[config.mk]
export PLATFORM = sky130hd
export DESIGN_NAME = sm_transition_monitor_flat
export DESIGN_NICKNAME = d
export VERILOG_FILES = /design/src/rtl/sm_transition_monitor_if.sv /design/src/rtl/sm_transition_monitor.sv /design/src/flat_wrapper.sv
export SDC_FILE = /design/constraint.sdc
export NUM_CORES = 1
export LEC_CHECK = 0
export CORE_MARGIN = 3
export CORE_UTILIZATION = 29
export DETAILED_ROUTE_END_ITERATION = 10
export PLACE_DENSITY = 0.49
export SLEW_MARGIN = 15
export SYNTH_ARGS = -nofsm -noshare
export SYNTH_HDL_FRONTEND = slang
export SYNTH_SLANG_ARGS = --single-unit
[constraint.sdc]
create_clock -name clk -period 3.9 [get_ports clk]
set_clock_uncertainty 0.1 [all_clocks]
set_input_delay 0.39 -clock clk [delete_from_list [all_inputs] [get_ports clk]]
set_output_delay 0.39 -clock clk [all_outputs]
set_load 0.01 [all_outputs]
[src/rtl/sm_transition_monitor_if.sv]
// ---------------------------------------------------------------------------
// sm_transition_monitor_if
//   Bundle between the state generator side (master) and the passive
//   transition monitor (slave).
//   Signals:
//     state, old_state   generator -> monitor, current / previous state
//     trans_err          illegal arc seen in the sampled pair
//     range_err          a sampled state was above 10
//     hist_err           old_state disagreed with the state sampled last edge
//     err_count          saturating count of cycles with any error flag
//     check_count        saturating count of checked pairs
//     arc_hit            sticky bitmap of legal arcs observed
//     arc_cov            number of bits set in arc_hit
// ---------------------------------------------------------------------------
interface sm_transition_monitor_if #(
    parameter int CNT_W = 16
);
    logic [3:0]       state;
    logic [3:0]       old_state;
    logic             trans_err;
    logic             range_err;
    logic             hist_err;
    logic [CNT_W-1:0] err_count;
    logic [CNT_W-1:0] check_count;
    logic [17:0]      arc_hit;
    logic [4:0]       arc_cov;

    modport master (
        output state, old_state,
        input  trans_err, range_err, hist_err, err_count, check_count,
               arc_hit, arc_cov
    );

    modport slave (
        input  state, old_state,
        output trans_err, range_err, hist_err, err_count, check_count,
               arc_hit, arc_cov
    );
endinterface

[src/rtl/sm_transition_monitor.sv]
// ---------------------------------------------------------------------------
// sm_transition_monitor
//   Passive checker for the 11-state (0..10) test state machine. On every
//   rising clk it samples (old_state -> state), flags illegal arcs,
//   out-of-range states and broken history, keeps saturating error / check
//   counters and a sticky coverage bitmap of the legal arcs seen.
//   Ports:
//     clk   in  rising-edge clock
//     rst   in  asynchronous active-low reset
//     bus   slave modport of sm_transition_monitor_if (inputs state /
//           old_state, all checker results are outputs)
// ---------------------------------------------------------------------------
module sm_transition_monitor #(
    parameter int CNT_W = 16
) (
    input  logic                    clk,
    input  logic                    rst,
    sm_transition_monitor_if.slave  bus
);

    logic [3:0]       r_prev;
    logic             r_armed;
    logic             r_trans_err;
    logic             r_range_err;
    logic             r_hist_err;
    logic [CNT_W-1:0] r_err_count;
    logic [CNT_W-1:0] r_check_count;
    logic [17:0]      r_arc_hit;

    logic             w_arc_ok;
    logic [4:0]       w_arc_idx;
    logic             w_recov;
    logic             w_trans_err;
    logic             w_range_err;
    logic             w_hist_err;
    logic [4:0]       w_arc_cov;

    // Legal-arc decode: {old,new} -> coverage bit index.
    always_comb begin
        w_arc_ok  = 1'b1;
        w_arc_idx = 5'd0;
        case ({bus.old_state, bus.state})
            8'h01: w_arc_idx = 5'd0;
            8'h12: w_arc_idx = 5'd1;
            8'h14: w_arc_idx = 5'd2;
            8'h23: w_arc_idx = 5'd3;
            8'h31: w_arc_idx = 5'd4;
            8'h35: w_arc_idx = 5'd5;
            8'h45: w_arc_idx = 5'd6;
            8'h51: w_arc_idx = 5'd7;
            8'h56: w_arc_idx = 5'd8;
            8'h67: w_arc_idx = 5'd9;
            8'h70: w_arc_idx = 5'd10;
            8'h78: w_arc_idx = 5'd11;
            8'h82: w_arc_idx = 5'd12;
            8'h84: w_arc_idx = 5'd13;
            8'h89: w_arc_idx = 5'd14;
            8'h8A: w_arc_idx = 5'd15;
            8'h90: w_arc_idx = 5'd16;
            8'hA0: w_arc_idx = 5'd17;
            default: w_arc_ok = 1'b0;
        endcase
    end

    // Out-of-range old state jumping to 4 is the generator's recovery path:
    // not a transition error, but still reported by range_err.
    assign w_recov     = (bus.old_state > 4'd10) && (bus.state == 4'd4);
    assign w_trans_err = !(w_arc_ok || w_recov);
    assign w_range_err = (bus.state > 4'd10) || (bus.old_state > 4'd10);
    assign w_hist_err  = (bus.old_state != r_prev);

    always_ff @(posedge clk or negedge rst) begin
        if (!rst) begin
            r_prev        <= '0;
            r_armed       <= 1'b0;
            r_trans_err   <= 1'b0;
            r_range_err   <= 1'b0;
            r_hist_err    <= 1'b0;
            r_err_count   <= '0;
            r_check_count <= '0;
            r_arc_hit     <= '0;
        end else if (!r_armed) begin
            // First edge only seeds history; nothing is judged yet.
            r_prev      <= bus.state;
            r_armed     <= 1'b1;
            r_trans_err <= 1'b0;
            r_range_err <= 1'b0;
            r_hist_err  <= 1'b0;
        end else begin
            r_prev      <= bus.state;
            r_trans_err <= w_trans_err;
            r_range_err <= w_range_err;
            r_hist_err  <= w_hist_err;
            if (r_check_count != {CNT_W{1'b1}})
                r_check_count <= r_check_count + 1'b1;
            if ((w_trans_err || w_range_err || w_hist_err) &&
                (r_err_count != {CNT_W{1'b1}}))
                r_err_count <= r_err_count + 1'b1;
            if (w_arc_ok)
                r_arc_hit[w_arc_idx] <= 1'b1;
        end
    end

    always_comb begin
        w_arc_cov = '0;
        for (int i = 0; i < 18; i++)
            w_arc_cov = w_arc_cov + {4'd0, r_arc_hit[i]};
    end

    assign bus.trans_err   = r_trans_err;
    assign bus.range_err   = r_range_err;
    assign bus.hist_err    = r_hist_err;
    assign bus.err_count   = r_err_count;
    assign bus.check_count = r_check_count;
    assign bus.arc_hit     = r_arc_hit;
    assign bus.arc_cov     = w_arc_cov;

endmodule

[src/flat_wrapper.sv]
// flat-port wrapper written by rule: the top's interface ports become plain ports
module sm_transition_monitor_flat 
#(
    parameter int CNT_W = 16
)
  (clk, rst, bus_state, bus_old_state, bus_trans_err, bus_range_err, bus_hist_err, bus_err_count, bus_check_count, bus_arc_hit, bus_arc_cov);
  sm_transition_monitor_if #(.CNT_W(CNT_W)) bus_i ();
  input  logic clk;
  input  logic rst;
  input wire logic [$bits(bus_i.state)-1:0] bus_state;
  input wire logic [$bits(bus_i.old_state)-1:0] bus_old_state;
  output wire logic [$bits(bus_i.trans_err)-1:0] bus_trans_err;
  output wire logic [$bits(bus_i.range_err)-1:0] bus_range_err;
  output wire logic [$bits(bus_i.hist_err)-1:0] bus_hist_err;
  output wire logic [$bits(bus_i.err_count)-1:0] bus_err_count;
  output wire logic [$bits(bus_i.check_count)-1:0] bus_check_count;
  output wire logic [$bits(bus_i.arc_hit)-1:0] bus_arc_hit;
  output wire logic [$bits(bus_i.arc_cov)-1:0] bus_arc_cov;
  assign bus_i.state = bus_state;
  assign bus_i.old_state = bus_old_state;
  assign bus_trans_err = bus_i.trans_err;
  assign bus_range_err = bus_i.range_err;
  assign bus_hist_err = bus_i.hist_err;
  assign bus_err_count = bus_i.err_count;
  assign bus_check_count = bus_i.check_count;
  assign bus_arc_hit = bus_i.arc_hit;
  assign bus_arc_cov = bus_i.arc_cov;
  sm_transition_monitor #(.CNT_W(CNT_W)) u_core (.clk(clk), .rst(rst), .bus(bus_i));
endmodule
==> flow_summary.json, run 1 <==
{
  "r2r_slack_ns": 1.69,
  "final-setup-viol-count": 5,
  "synth_nets": 346,
  "worst_ir_drop_vdd_mv": 0.2478,
  "min_period_ns": 4.353,
  "cts_buffer_depth": 2,
  "coreArea_mm2": 0.01113,
  "cts_inserted_buffers": 9,
  "yosysSeqAreaShare_pct": 42.88,
  "port_buffers": 67,
  "synthSimpleGateAreaFrac_pct": 21.66,
  "die_w_um": 114.0,
  "fin_area_mm2": 0.004619,
  "status": "complete, but fails checks",
  "yosysWarningCount": 0,
  "dpl.cell_count": 529,
  "vias": 2638,
  "diodes": 0,
  "clk_pin_slew_ns": 0.05,
  "place_ws_ns": -0.4779,
  "powerDensity_mw_per_mm2": 535.4,
  "path_class": "reg -> out",
  "cts_tree": "yes",
  "grt_usage_pct": 13.77,
  "fin_nets": 433,
  "syn_inst": 317,
  "rr_endpoint": "u_core.bus.err_count[1]",
  "min_to": "u_core.bus.arc_hit[13]",
  "crit_fanout": 2,
  "viasPerCell": 4.814,
  "violations": "setup timing",
  "hold_viol_final": 0,
  "synth.top_cells.by_area": "dfrtp_1 43%, fa_1 7.1%, xor2_1 5.4%",
  "max_freq_mhz": 229.7,
  "async_reset_ff_share_pct": 100.0,
  "synth_xor_area_share_pct": 9.575,
  "synth_mux_area_share_pct": 1.331,
  "overflow": 0,
  "synth_compound_area_share_pct": 8.946,
  "antenna_found_initial": 0,
  "yosysUniqueCellTypes": 62,
  "drtAntennaViolNets": 0,
  "synth_top_family_by_area": "simple AND/OR/NAND/NOR gates",
  "dieArea_mm2": 0.01300,
  "rows": 38,
  "final_cells": 548,
  "avgSynthCellArea_um2": 10.68,
  "whs_ns": 0.3835,
  "grt_pass1_vias": 2715,
  "grt_max_degree": 35,
  "synth_seq_cells": 58,
  "first_pass_iters": 4,
  "ios": 68,
  "r2r-start": "u_core.bus.err_count[4]",
  "synth-adder-area-share_pct": 9.686,
  "ff2ff_path_depth": 7,
  "gp_congestion": 0.7942,
  "synth_top_area_share_pct": 42.88,
  "root_buffer": "clkbuf_16",
  "final_layout_size_suffix_gt1_share_pct": 15.93,
  "hold_path_depth": 1,
  "clock_latency_ns": 0.32,
  "hold_class": "reg -> reg",
  "start_util_pct": 30.42,
  "power_mw": 2.473,
  "leakagePower_nw": 2.055,
  "rsz0062_at_grt": "true",
  "drc": 0,
  "hp-start": "u_core.bus.arc_hit[13]",
  "h-tree-depth": 3,
  "utilization_pct": 41.52,
  "syn-cell-area_mm2": 0.003384,
  "synth_ff_type": "dfrtp_1",
  "cts_sinks": 58,
  "worst_slack_ns": -0.4527,
  "syn2layout_area_growth_pct": 36.49,
  "slew_violations": 0,
  "cp-end-kind": "output port",
  "arrival_ns": 3.86,
  "fin_tns_setup_ns": -1.823,
  "hpwlAfterDp_um": 5991,
  "dieHeight_um": 114.0,
  "tightestPinTransition_ns": 0.7141,
  "required_ns": 3.41,
  "cap_violations": 0,
  "placed_cell_area_mm2": 0.004274,
  "synth_edf_count": 0,
  "yosysTopAreaCell": "dfrtp_1",
  "finalWirelength_um": 8419,
  "min_period_over_period_pct": 111.6,
  "drtIter0Drc": 85,
  "routedWlPerCell_um": 15.36,
  "slew_headroom_pct": 51.74,
  "crit_path_start_kind": "flip-flop",
  "grt_pass1_wl_um": 14260
}
worst max-delay path, cell delays in order, from the launching register on:
cell	delay [ns]
dfrtp_1	0.40
ha_4	0.27
inv_2	0.03
fa_1	0.49
fa_1	0.43
fa_1	0.51
fa_1	0.43
fa_2	0.34
inv_2	0.07
fa_2	0.43
buf_6	0.13
power by group:
| part | total (mW) | internal (mW) | switching [mW] |
|---|---|---|---|
| logic | 0.797 | 0.449 | 0.348 |
| registers | 0.866 | 0.717 | 0.149 |
| clock network | 0.811 | 0.542 | 0.269 |
| total | 2.47 | 1.71 | 0.766 |
flip-flops by register name (all words and copies together) (netlist names):
register and count:
u_core.r_armed 1, u_core.r_prev 4, u_core.bus.err_count 16, u_core.bus.hist_err 1, u_core.bus.range_err 1, u_core.bus.arc_hit 18
u_core.bus.trans_err 1, u_core.bus.check_count 16
cell type report:
class,instances,area [um^2]
sequential,58,1451
multi-input combinational,218,1762
timing repair buffer,89,820.8
clock inverter,2,35.03
tap,140,175.2
inverter,28,105.1
fill,1132,6506
clock buffer,13,270.3
worst max path at each step:
stage	slack [ns]	start	to
global route	-0.59	u_core.bus.arc_hit[1]	bus_arc_cov[1]
floorplan	-0.01	u_core.bus.arc_hit[0]	bus_arc_cov[4]
global placement	-0.46	u_core.bus.arc_hit[0]	bus_arc_cov[4]
CTS	-0.58	u_core.bus.arc_hit[0]	bus_arc_cov[1]
detailed placement	-0.48	u_core.bus.arc_hit[0]	bus_arc_cov[1]
finish	-0.45	u_core.bus.arc_hit[0]	bus_arc_cov[1]
kinds of logic (layout without fill, tap and decap cells):
group / count (synthesis) / in the layout
AOI/OAI and AO/OA: 39 / 39
xor gates and xnor gates: 37 / 37
adders and majority gates: 19 / 19
buffers and inverters: 41 / 132
DFF: 58 / 58
muxes: 4 / 4
other: 1 / 1
and+or+nand+nor: 118 / 118
Yosys cell counts (2+ instances only):
library cell   n
dfrtp_1       58
inv_1         28
nand2_1       22
xor2_1        21
xnor2_1       16
nand3_1       14
nor2_1        14
fa_1          12
nand4_1       10
nor3_1         9
a21o_1         7
ha_1           7
nor2b_1        6
o21ai_0        6
and3_1         5
buf_2          4
buf_6          4
nand2b_1       4
a21oi_1        3
a41o_1         3
and2_1         3
clkbuf_1       3
mux2_1         3
nor4_1         3
nor4_2         3
nor4bb_1       3
o31ai_1        3
a31o_2         2
and4_1         2
buf_4          2
nor3b_1        2
nor4_4         2
nor4b_1        2
o211ai_1       2
or3b_2         2
layer usage:
layer | track usage, % | wire length [um] | up-vias
li1 | - | - | 1275
met3 | 3.501 | 376 | 7
met5 | 0 | 0 | -
met2 | 21.23 | 3980 | 56
met1 | 19.43 | 3985 | 1300
met4 | 3.325 | 77 | 0
placed cells by master, fill, tap and decap left out, types with 7 or more instances in the layout:
master and count:
nand3_1 14, dfrtp_1 58, nand4_1 10, nand2_1 22, clkdlybuf4s50_1 61, fa_1 10
xnor2_1 16, clkbuf_16 9, xor2_1 21, nor2_1 14, a21o_1 7, buf_4 21
nor3_1 9, inv_1 25
timing repair:
item	CTS	global route
endpoints found under the hold margin	24	0
hold buffers	1	0
buffers inserted	3	0
setup endpoints to repair	5	5
pin swaps	10	4
gates resized for setup	26	1
(Power assumes the default switching activity.)
==> run 2, diff against run 1 <==
--- a/config.mk
+++ b/config.mk
@@ -5,6 +5,8 @@
 export SDC_FILE = /design/constraint.sdc
 export NUM_CORES = 1
 export LEC_CHECK = 0
+export ABC_AREA = 1
+export CAP_MARGIN = 15
 export CORE_MARGIN = 3
 export CORE_UTILIZATION = 29
 export DETAILED_ROUTE_END_ITERATION = 10
==> flow_summary.json, run 2 <==
{
  "ios": 68,
  "drtIter0Drc": 128,
  "die_w_um": 116.0,
  "yosysTopAreaCell": "dfrtp_1",
  "hpwlAfterDp_um": 6569,
  "crit_fanout": 2,
  "slew_violations": 0,
  "rows": 39,
  "path_class": "reg -> out",
  "crit_path_start_kind": "flip-flop",
  "dieArea_mm2": 0.01346,
  "cts_inserted_buffers": 9,
  "drtAntennaViolNets": 0,
  "routedWlPerCell_um": 13.11,
  "worst_ir_drop_vdd_mv": 0.1568,
  "synth_ff_type": "dfrtp_1",
  "required_ns": 3.41,
  "syn2layout_area_growth_pct": 34.82,
  "coreArea_mm2": 0.01161,
  "max_freq_mhz": 227.5,
  "clock_latency_ns": 0.32,
  "wl_met1_um": 3914,
  "final_layout_size_suffix_gt1_share_pct": 15.15,
  "cts_tree": "yes",
  "final_cells": 658,
  "place_ws_ns": -0.5275,
  "wl_met2_um": 4267,
  "grt_pass1_vias": 3005,
  "largest_register_ff_count": 18,
  "yosysWarningCount": 0,
  "route.met3.wl_um": 355,
  "yosysSeqAreaShare_pct": 41.34,
  "h-tree-depth": 3,
  "violations": "setup timing",
  "overflow": 0,
  "utilization_pct": 40.76,
  "synth_top_area_share_pct": 41.34,
  "hold_viol_final": 0,
  "final_common_cell": "nand2_1",
  "vias": 2951,
  "first_pass_iters": 6,
  "arrival_ns": 3.91,
  "fin_nets": 539,
  "diodes": 0,
  "synth_seq_cells": 58,
  "drc": 0,
  "grt_usage_pct": 13.70,
  "hold_class": "in -> async",
  "grt_pass1_wl_um": 14500,
  "viasPerCell": 4.485,
  "rsz0062_at_grt": "true",
  "synthTopCellsByCount": "93 x nand2_1, 59 x inv_1, 58 x dfrtp_1, 45 x nand3_1, 45 x nor2_1",
  "cap_violations": 0,
  "root_buffer": "clkbuf_16",
  "yosysUniqueCellTypes": 32,
  "start_util_pct": 30.23,
  "antenna_found_initial": 0,
  "leakagePower_nw": 2.213,
  "cp-end-kind": "output port",
  "synth_nets": 449,
  "clk_pin_slew_ns": 0.05,
  "worst_slack_ns": -0.4950,
  "powerDensity_mw_per_mm2": 406.8,
  "gp_congestion": 0.8102,
  "hold_buffers": 0,
  "min_period_ns": 4.395,
  "cts_buffer_depth": 2,
  "syn-cell-area_mm2": 0.003511,
  "ff2ff_path_depth": 8,
  "synth_edf_count": 0,
  "grt_max_degree": 36,
  "yosysMostFrequentCell": "nand2_1",
  "cts_sinks": 58,
  "synth.top_cells.by_area": "dfrtp_1 41%, nand2_1 9.9%, fa_1 6.8%",
  "whs_ns": 0.06245,
  "final-setup-viol-count": 5,
  "async_reset_ff_share_pct": 100.0,
  "top_layer_used": "met4",
  "syn_inst": 420,
  "dpl.cell_count": 639,
  "port_buffers": 67,
  "slew_headroom_pct": 46.69,
  "avgSynthCellArea_um2": 8.359,
  "final_cell_mix": "93 x nand2_1, 61 x clkdlybuf4s50_1, 58 x dfrtp_1",
  "nFillCells": 1202,
  "tightestPinTransition_ns": 0.7996,
  "finalWirelength_um": 8625,
  "min_period_over_period_pct": 112.7,
  "dieHeight_um": 116.0,
  "status": "complete, but fails checks"
}
-- run 2: stage by stage --
stage	setup TNS (ns)	total power [mW]	area, um^2
final	-1.939	1.925	4733
after CTS	-1.967	1.961	4726
after global routing	-2.567	2.030	4733
after floorplan	-0.003767	0.9416	3523
after global placement	-1.924	1.152	4418
after detailed placement	-2.095	1.154	4418
-- run 2: critical path, cell delays in order, from the launching register on --
cell	delay (ns)
dfrtp_1	0.38
ha_1	0.29
inv_1	0.07
fa_1	0.42
fa_1	0.51
fa_1	0.44
fa_1	0.52
fa_2	0.20
inv_2	0.04
fa_2	0.37
buf_6	0.13
nand3_2	0.06
nand2_1	0.04
buf_2	0.13
-- run 2: routing by layer --
layer / vias to the layer above / global-route usage, %
met5: - / 0
met4: 0 / 4.176
met3: 9 / 3.499
met2: 52 / 22.52
met1: 1396 / 17.80
li1: 1494 / -
-- run 2: cell families after synthesis --
group | Yosys count | share of synthesized area [%]
simple gates | 222 | 30.04
compound gates | 26 | 4.490
fa+ha+maj | 19 | 9.337
other cells | 1 | 0.1068
buf+inv | 68 | 8.197
xor+xnor | 26 | 6.486
flops | 58 | 41.34
-- run 2: final timing paths --
check	start	end	slack (ns)
setup reg to reg	u_core.bus.check_count[0]	u_core.bus.check_count[8]	1.90
hold / removal	rst	u_core.bus.arc_hit[16]	0.06
hold reg to reg	u_core.bus.err_count[14]	u_core.bus.err_count[14]	0.39
min in group clk	u_core.bus.err_count[14]	u_core.bus.err_count[14]	0.39
setup / recovery	u_core.bus.arc_hit[0]	bus_arc_cov[4]	-0.50
max in group asynchronous	rst	u_core.bus.err_count[6]	2.82
-- run 2: area by class of cell --
cell class | count | area (um^2) | share of cell area (%)
inverter | 64 | 240.2 | 5.075
multi-input combinational | 294 | 1789 | 37.80
sequential | 58 | 1451 | 30.66
tap | 143 | 178.9 | 3.780
clock buffer | 11 | 242.7 | 5.128
clock inverter | 5 | 53.80 | 1.137
timing repair buffer | 83 | 777.0 | 16.42
-- run 2: timing repair --
action | 4_1_cts | 5_1_grt
hold endpoints to repair | 0 | 0
pin swaps | 2 | 1
setup buffers | 2 | 1
gates resized for setup | 25 | 0
endpoints found under the setup margin | 5 | 5
-- run 2: where the power goes --
group	switching, mW	internal (mW)
combinational	0.191	0.207
sequential	0.0814	0.665
clock	0.271	0.509
==> run 3, diff against run 2 <==
--- a/config.mk
+++ b/config.mk
@@ -10,7 +10,6 @@
 export CORE_MARGIN = 3
 export CORE_UTILIZATION = 29
 export DETAILED_ROUTE_END_ITERATION = 10
-export PLACE_DENSITY = 0.49
 export SLEW_MARGIN = 15
 export SYNTH_ARGS = -nofsm -noshare
 export SYNTH_HDL_FRONTEND = slang
==> flow_summary.json, run 3 (synthesis results as in run 2) <==
{
  "dieArea_mm2": 0.01346,
  "arrival_ns": 3.86,
  "sequentialPowerShare_pct": 39.3,
  "vias": 3009,
  "grt_usage_pct": 13.86,
  "hold_class": "in -> async",
  "fin_area_mm2": 0.004720,
  "grt_pass1_wl_um": 14690,
  "power_mw": 1.903,
  "cts_buffer_depth": 2,
  "hold_buffers": 0,
  "drc": 0,
  "overflow": 0,
  "finalWirelength_um": 8612,
  "min_period_over_period_pct": 111.6,
  "final_layout_size_suffix_gt1_share_pct": 15.15,
  "syn2layout_area_growth_pct": 34.43,
  "worst_slack_ns": -0.4542,
  "cts_tree": "yes",
  "final_cells": 658,
  "path_class": "reg -> out",
  "coreArea_mm2": 0.01161,
  "violations": "hold timing, setup timing",
  "viasPerCell": 4.573,
  "dpl.cell_count": 639,
  "start_util_pct": 30.23,
  "rr_endpoint": "u_core.bus.check_count[8]",
  "routedWlPerCell_um": 13.09,
  "clock_latency_ns": 0.33,
  "status": "complete, but fails checks",
  "port_buffers": 67,
  "placed_cell_area_mm2": 0.004418,
  "gp_congestion": 0.8261,
  "required_ns": 3.41,
  "ff2ff_path_depth": 8,
  "crit_path_start_kind": "flip-flop",
  "slew_violations": 0,
  "final_common_cell": "nand2_1",
  "final-setup-viol-count": 5,
  "root_buffer": "clkbuf_16",
  "clk_pin_slew_ns": 0.05,
  "worst_ir_drop_vdd_mv": 0.1912,
  "max_freq_mhz": 229.7,
  "die_w_um": 116.0,
  "crit_fanout": 2,
  "r2r-start": "u_core.bus.check_count[0]",
  "whs_ns": -0.01297,
  "slew_headroom_pct": 57.53,
  "hpwlAfterDp_um": 6635,
  "leakagePower_nw": 2.205,
  "tightestPinTransition_ns": 0.6371,
  "h-tree-depth": 3,
  "cts_sinks": 58,
  "grt_pass1_vias": 3120,
  "r2r_slack_ns": 1.94,
  "drtAntennaViolNets": 0,
  "switchingPower_mw": 0.5460,
  "crit_start": "u_core.bus.arc_hit[1]",
  "endpoint": "bus_arc_cov[1]",
  "clkPwrFrac_pct": 39.3,
  "rsz0062_at_grt": "true",
  "first_pass_iters": 4,
  "min_period_ns": 4.354,
  "utilization_pct": 40.64,
  "drtIter0Drc": 95,
  "dieHeight_um": 116.0,
  "hold_viol_final": 27,
  "ios": 68,
  "cts_inserted_buffers": 9,
  "cp-end-kind": "output port",
  "grt_max_degree": 32,
  "powerDensity_mw_per_mm2": 403.1,
  "diodes": 0,
  "rows": 39,
  "cap_violations": 0,
  "fin_nets": 539,
  "switching_share_pct": 28.70,
  "intPower_mw": 1.357,
  "final_cell_mix": "92 x nand2_1, 61 x clkdlybuf4s50_1, 58 x dfrtp_1",
  "largest_register_ff_count": 18,
  "fin_tns_setup_ns": -1.846,
  "power_frac_comb_pct": 21.4,
  "antenna_found_initial": 0
}
## run 3: changes by cell type in the layout (fill, tap and decap cells not counted)
cell,previous run,this run
buf_6,3,2
nand2_1,93,92
nand2_2,12,13
clkbuf_1,1,2
clkinv_4,1,0
clkinv_2,3,2
buf_4,15,16
clkbuf_8,1,3
bufinv_16,1,0
## run 3: through the flow
step	setup slack (ns)	hold WS, ns
detailed placement	-0.5095	0.3602
global placement	-0.4693	0.3464
CTS	-0.4682	0.008234
finish	-0.4542	-0.01297
floorplan	-0.003767	-0.005591
global route	-0.6051	0.03610
## run 3: final cells by class
cell class                      instances  area (um^2)
Multi-Input combinational cell        294         1792
Fill cell                            1177         6894
Timing Repair Buffer                   83        773.2
Tap cell                              143        178.9
Inverter                               64        240.2
Clock buffer                           14        274.0
Clock inverter                          2        10.01
Sequential cell                        58         1451
## run 3: worst min-delay path by stage
stage | slack (ns) | end | startpoint | depth (start not counted)
5_1_grt | 0.04 | u_core.bus.arc_hit[12] | rst | 1
3_3_place_gp | 0.35 | u_core.r_prev[2] | rst | 1
3_5_place_dp | 0.36 | u_core.r_prev[3] | rst | 1
4_1_cts | 0.008 | u_core.r_prev[3] | rst | 1
2_1_floorplan | -0.006 | u_core.bus.arc_hit[0] | rst | 0
6_report | -0.01 | u_core.r_prev[0] | rst | 1
## run 3: what timing repair did
| item | CTS | global route |
|---|---|---|
| buffers inserted | 2 | 1 |
| pin swaps | 2 | 1 |
| resized for setup | 25 | 0 |
| setup endpoints to repair | 5 | 5 |
## run 3: metal layers
layer / track usage [%] / share of wire [%] / vias up
met5: 0 / 0 / -
met4: 4.718 / 1.3 / 0
met2: 23.36 / 50 / 62
li1: - / - / 1497
met1: 17.16 / 44 / 1441
met3: 3.760 / 4.1 / 9
## run 3: power by group through the flow
stage / logic, mW / clock network [mW] / registers [mW]
6_report: 0.407 / 0.748 / 0.748
4_1_cts: 0.414 / 0.771 / 0.750
5_1_grt: 0.452 / 0.794 / 0.762
3_3_place_gp: 0.393 / 0 / 0.755
2_1_floorplan: 0.173 / 0 / 0.769
3_5_place_dp: 0.403 / 0 / 0.758
## run 3: worst max-delay path: stages, from the launching register on
cell,delay (ns)
dfrtp_1,0.38
ha_1,0.28
inv_1,0.04
fa_1,0.49
fa_1,0.43
fa_1,0.51
fa_1,0.43
fa_2,0.35
inv_2,0.07
fa_2,0.43
buf_6,0.13
